===== config.mk =====
export PLATFORM = sky130hd
export DESIGN_NAME = sap1_control_sequencer
export DESIGN_NICKNAME = d
export VERILOG_FILES = /design/src/rtl/sap1_pkg.sv /design/src/rtl/sap1_ring_counter.sv /design/src/rtl/sap1_control_sequencer.sv
export SDC_FILE = /design/constraint.sdc
export NUM_CORES = 1
export LEC_CHECK = 0
export CORE_MARGIN = 4
export CORE_UTILIZATION = 34
export DETAILED_ROUTE_END_ITERATION = 8
export PLACE_DENSITY = 0.72
export RECOVER_POWER = 100
export SETUP_SLACK_MARGIN = 0.5
export SYNTH_ARGS = -nofsm -noshare
export SYNTH_HDL_FRONTEND = slang
export SYNTH_HIERARCHICAL = 1
export SYNTH_SLANG_ARGS = --single-unit

===== constraint.sdc =====
create_clock -name clk -period 1.53 [get_ports clk]
set_clock_uncertainty 0.2 [all_clocks]
set_input_delay 0.306 -clock clk [delete_from_list [all_inputs] [get_ports clk]]
set_output_delay 0.306 -clock clk [all_outputs]
set_load 0.01 [all_outputs]

===== src/rtl/sap1_pkg.sv =====
// Shared SAP-1 opcodes, one-hot T-state encodings and the control-word layout
// used by the sequencer and the datapath top level.
package sap1_pkg;

  localparam int unsigned OP_W = 4;
  localparam int unsigned TS_W = 6;

  localparam logic [OP_W-1:0] OP_LDA = 4'b0000;
  localparam logic [OP_W-1:0] OP_ADD = 4'b0001;
  localparam logic [OP_W-1:0] OP_SUB = 4'b0010;
  localparam logic [OP_W-1:0] OP_OUT = 4'b1110;
  localparam logic [OP_W-1:0] OP_HLT = 4'b1111;

  localparam logic [TS_W-1:0] T1 = 6'b000001;
  localparam logic [TS_W-1:0] T2 = 6'b000010;
  localparam logic [TS_W-1:0] T3 = 6'b000100;
  localparam logic [TS_W-1:0] T4 = 6'b001000;
  localparam logic [TS_W-1:0] T5 = 6'b010000;
  localparam logic [TS_W-1:0] T6 = 6'b100000;

  typedef struct packed {
    logic pc_inc;
    logic pc_out;
    logic mar_load;
    logic ram_out;
    logic instr_load_in;
    logic instr_send_in;
    logic a_load;
    logic a_out;
    logic b_load;
    logic alu_sub;
    logic alu_out;
    logic out_load;
  } ctrl_word_t;

  localparam int unsigned CTRL_W = $bits(ctrl_word_t);

  typedef enum logic {
    SEQ_RUN  = 1'b0,
    SEQ_HALT = 1'b1
  } seq_state_e;

  // Any opcode without execute micro-steps (HLT is handled separately).
  function automatic logic is_nop(input logic [OP_W-1:0] op);
    return !(op == OP_LDA || op == OP_ADD || op == OP_SUB ||
             op == OP_OUT || op == OP_HLT);
  endfunction

endpackage


===== src/rtl/sap1_ring_counter.sv =====
// One-hot T-state ring counter with hold, advance and restart-to-T1 controls.
module sap1_ring_counter #(
  parameter int unsigned N = 6
) (
  input  logic         clk,
  input  logic         rst,
  input  logic         advance,
  input  logic         restart,
  output logic [N-1:0] state
);

  logic [N-1:0] state_nxt;

  // Restart wins over rotate; neither means hold.
  always_comb begin
    state_nxt = state;
    if (restart) begin
      state_nxt = N'(1);
    end else if (advance) begin
      state_nxt = {state[N-2:0], state[N-1]};
    end
  end

  always_ff @(posedge clk) begin
    if (!rst) begin
      state <= N'(1);
    end else begin
      state <= state_nxt;
    end
  end

endmodule


===== src/rtl/sap1_control_sequencer.sv =====
// SAP-1 control sequencer: T-state ring plus microcode decode of the IR opcode,
// with free-run, single-step and halt.
module sap1_control_sequencer
  import sap1_pkg::*;
#(
  parameter int unsigned T_STATES  = 6,
  parameter bit          EARLY_END = 1'b0
) (
  input  logic            clk,
  input  logic            rst,
  input  logic            run,
  input  logic            step,
  input  logic [OP_W-1:0] opcode_in,
  output logic            pc_inc,
  output logic            pc_out,
  output logic            mar_load,
  output logic            ram_out,
  output logic            instr_load_in,
  output logic            instr_send_in,
  output logic            a_load,
  output logic            a_out,
  output logic            b_load,
  output logic            alu_sub,
  output logic            alu_out,
  output logic            out_load,
  output logic            halted,
  output logic [TS_W-1:0] t_state
);

  seq_state_e seq_state;
  seq_state_e seq_state_nxt;
  ctrl_word_t ustep_c;
  ctrl_word_t ctrl_c;
  logic       last_step_c;
  logic       adv_c;
  logic       ring_adv_c;
  logic       ring_restart_c;

  assign adv_c = run | step;

  sap1_ring_counter #(
    .N (T_STATES)
  ) u_ring (
    .clk     (clk),
    .rst     (rst),
    .advance (ring_adv_c),
    .restart (ring_restart_c),
    .state   (t_state)
  );

  // Microcode ROM: control word and last-micro-step flag for (T-state, opcode).
  // NOP is recognised in T3 only so the early-end path can leave right after fetch.
  always_comb begin
    ustep_c     = '0;
    last_step_c = 1'b0;
    case (t_state)
      T1: begin
        ustep_c.pc_out   = 1'b1;
        ustep_c.mar_load = 1'b1;
      end
      T2: ustep_c.pc_inc = 1'b1;
      T3: begin
        ustep_c.ram_out       = 1'b1;
        ustep_c.instr_load_in = 1'b1;
        last_step_c           = is_nop(opcode_in);
      end
      T4: begin
        case (opcode_in)
          OP_LDA, OP_ADD, OP_SUB: begin
            ustep_c.instr_send_in = 1'b1;
            ustep_c.mar_load      = 1'b1;
          end
          OP_OUT: begin
            ustep_c.a_out    = 1'b1;
            ustep_c.out_load = 1'b1;
            last_step_c      = 1'b1;
          end
          default: ;
        endcase
      end
      T5: begin
        case (opcode_in)
          OP_LDA: begin
            ustep_c.ram_out = 1'b1;
            ustep_c.a_load  = 1'b1;
            last_step_c     = 1'b1;
          end
          OP_ADD, OP_SUB: begin
            ustep_c.ram_out = 1'b1;
            ustep_c.b_load  = 1'b1;
          end
          default: ;
        endcase
      end
      T6: begin
        if (opcode_in == OP_ADD || opcode_in == OP_SUB) begin
          ustep_c.alu_out = 1'b1;
          ustep_c.a_load  = 1'b1;
          ustep_c.alu_sub = (opcode_in == OP_SUB);
        end
      end
      default: ;
    endcase
  end

  always_ff @(posedge clk) begin
    if (!rst) begin
      seq_state <= SEQ_RUN;
    end else begin
      seq_state <= seq_state_nxt;
    end
  end

  // Run/halt control: gates the microcode and steers the ring counter.
  always_comb begin
    seq_state_nxt  = seq_state;
    ctrl_c         = '0;
    ring_adv_c     = 1'b0;
    ring_restart_c = 1'b0;
    if (seq_state == SEQ_RUN && adv_c) begin
      ctrl_c = ustep_c;
      if (t_state == T4 && opcode_in == OP_HLT) begin
        seq_state_nxt = SEQ_HALT;
      end else if (EARLY_END && last_step_c) begin
        ring_restart_c = 1'b1;
      end else begin
        ring_adv_c = 1'b1;
      end
    end
    if (!rst) begin
      ctrl_c = '0;
    end
  end

  assign halted        = (seq_state == SEQ_HALT);
  assign pc_inc        = ctrl_c.pc_inc;
  assign pc_out        = ctrl_c.pc_out;
  assign mar_load      = ctrl_c.mar_load;
  assign ram_out       = ctrl_c.ram_out;
  assign instr_load_in = ctrl_c.instr_load_in;
  assign instr_send_in = ctrl_c.instr_send_in;
  assign a_load        = ctrl_c.a_load;
  assign a_out         = ctrl_c.a_out;
  assign b_load        = ctrl_c.b_load;
  assign alu_sub       = ctrl_c.alu_sub;
  assign alu_out       = ctrl_c.alu_out;
  assign out_load      = ctrl_c.out_load;

endmodule

==> results by group <==
Timing
  • Finish-stage setup viols: 18
  • Setup TNS: -5.86 ns
  • Tmin final: 1.92 ns
  • RSZ-0062 raised after global routing: yes
  • F_max: 520 MHz
  • Fin crit share: 126%
  • Slew Viols, Final: 0
  • Setup ws final: -0.393 ns
  • Final Hold Viols: 0

Clocking
  • CTS root buf: clkbuf_4
  • Clock latency on the worst-skew pair: 0.24 ns
  • Clk pin slew, worst setup/hold paths: 0.05 ns
  • Cts bufs inserted: 3
  • Clock Sink Count: 7
  • CTS tree: built
  • Clock Path Buffers: 2
  • Hold_buf cts: 0
  • H-tree depth: 1

Final layout
  • Share of layout cells above drive strength 1: 73.2%
  • Most common cell after layout, fill and taps aside: buf_4
  • Total Nets Final: 136
  • # fillers: 76
  • Ant diodes: 0
  • Commonest non-fill, non-tap cells in the layout: buf_4, buf_6, buf_2, nor2_1, dlygate4sd2_1
  • Non-filler cells, final: 143
  • Syn-to-layout area delta: 132%

Setup path
  • Worst EP required: 1.02 ns
  • Crit-path cells: o21ba_4 -> buf_6 -> nand4_4 -> nor3b_4 -> buf_2
  • CP Max Fanout: 5
  • Arr. time, crit path: 1.42 ns
  • Critical path's slowest cell: dfxtp_2
  • Buf/Inv on CP: 2
  • Cell family with most CP delay: simple AND/OR/NAND/NOR gates
  • Critical path type: reg -> out
  • Worst stage delay on the critical path: 0.31 ns
  • Crit end category: primary output
  • Crit path launch type: flop

GRT
  • Total GRT Usage: 22.5%
  • GR Layer Usage met1: 24.8%
  • Grt met3 use: 2.63%
  • Global-route wire length before repair: 3520 microns
  • Met2 GRT Util: 40.6%
  • GRT Residual Overflow: 0
  • Vias in the first global route: 769
  • Largest net degree at the start of global routing: 8
  • Most used routing layer: met2
  • Initial antenna violation count: 0

Floorplanning
  • I/O pin count: 27
  • Die X: 48.0 microns
  • Die height: 48.0 microns
  • DIE AREA: 2300 sq um
  • Initial Util: 36.0%
  • Core Area: 1510 sq um
  • Rows: 14

Synth
  • Post-synthesis cell type count: 34
  • Yosys warnings: 6
  • Register area share after synthesis: 25.8%
  • Syn Inst Count: 63
  • Synthesized cell area: 543 sq um
  • Syn Nets: 71
  • Syn avg cell area: 8.62 sq um
  • Flops & latches, synth: 7

Drt
  • Average wire per standard cell: 16.6 microns
  • DR vias/cell: 5.22
  • Post-DRT Antenna Nets: 0
  • DRC violations left: 0
  • TritonRoute pass-1 iters: 4
  • DRT Wirelength: 2370 microns
  • DRT iter0 DRCs: 9
  • Routed vias: 747

Pwr
  • Lkg Pwr: 0.618 nW
  • Pwr dens: 419 nW/um^2
  • Max VDD drop: 419 uV
  • Tot Pwr: 0.527 mW

Placement
  • GP Congestion: 0.743
  • Final HPWL DP: 1490 microns
  • I/O Buffers: 26
  • Placed cells: 124

Status
  • Outcome: finished, violations left
  • Failing checks: negative setup slack

Run
  • Max_cap viols: 0

Min path
  • HP Class: reg -> reg
power by group:
group          internal (mW)  switching, mW  total, mW
combinational         0.0981         0.0821      0.180
clock                 0.0990         0.0606      0.160
sequential             0.180        0.00724      0.187
total                  0.377          0.150      0.527
cell families after synthesis:
| group | Yosys count | share of synthesized area (%) |
|---|---|---|
| multiplexers | 5 | 9.22 |
| AND/OR/NAND/NOR | 39 | 46.5 |
| buffers and inverters | 2 | 3.46 |
| AO/OA/AOI/OAI | 8 | 12.7 |
| flip-flops | 7 | 25.8 |
| XOR/XNOR | 1 | 1.61 |
| other | 1 | 0.691 |
metal layers:
layer / routed length [microns] / up-vias
met5: 0 / -
met4: 46 / 0
met3: 54 / 6
met2: 1300 / 15
met1: 971 / 359
li1: - / 367
flip-flops by register name (all words and copies together), names as in the netlist:
signal	cells
halted	1
u_ring/state	6
metrics by stage:
| stage | setup slack [ns] | hold WS [ns] | instance area, sq um | util (%) |
|---|---|---|---|---|
| 3_3_place_gp | -0.933 | 0.373 | 1070 | 70.9 |
| 5_1_grt | -0.472 | 0.456 | 1260 | 83.6 |
| 4_1_cts | -0.405 | 0.428 | 1190 | 78.8 |
| 2_1_floorplan | -0.0242 | 0.234 | 653 | - |
| 6_report | -0.393 | 0.436 | 1260 | 83.6 |
| 3_5_place_dp | -0.953 | 0.398 | 1070 | 70.9 |
what timing repair did:
| action | 4_1_cts | 5_1_grt |
|---|---|---|
| gates resized for setup | 115 | 5 |
| setup endpoints to repair | 26 | 26 |
| buffers inserted | 7 | 8 |
| pin swaps | 16 | 7 |
final cells by class:
type                    instances  area, sq um  share of cell area, %
repair buffers                 62          520                   41.4
multi-input cells              54          531                   42.1
clock buffers                   4         26.3                   2.09
flip-flops and latches          7          161                   12.8
well taps                      16         20.0                   1.59
worst register-to-register path, delay by kind of cell, from the launching register on:
| kind | cells | cell delay (ns) |
|---|---|---|
| flip-flops | 1 | 0.36 |
| AO/OA/AOI/OAI | 2 | 0.64 |
| buffers and inverters | 2 | 0.23 |
| AND/OR/NAND/NOR | 2 | 0.32 |
worst paths after layout:
path / start / cells past startpoint / slack, ns / to
worst min-delay path: u_ring/state[5] / 2 / 0.44 / u_ring/state[0]
worst max register to register: u_ring/state[4] / 6 / -0.34 / u_ring/state[0]
worst min register to register: u_ring/state[5] / 2 / 0.44 / u_ring/state[0]
worst max-delay path: halted / 5 / -0.39 / b_load
cells in the mapped netlist, drive strengths merged:
master,instances,area (sq um)
nor3b,1,7.51
nand4,2,18.8
nor2b,2,15.0
a211oi,1,7.51
a211o,1,8.76
nand3,3,20.0
mux2i,5,50.1
and3,1,6.26
a2bb2oi,1,8.76
dfxtp,7,140
and4,1,8.76
o211a,1,10.0
o21a,1,7.51
nand2,3,11.3
o21bai,1,7.51
o21ba,1,10.0
a41oi,1,8.76
conb,1,3.75
nand2b,3,26.3
nor4b,3,26.3
nor2,11,41.3
buf,2,18.8
nor3,6,46.3
nand4b,1,8.76
xnor2,1,8.76
and2b,1,8.76
or2b,1,7.51
Note: power is estimated with default switching activity, not from simulation.
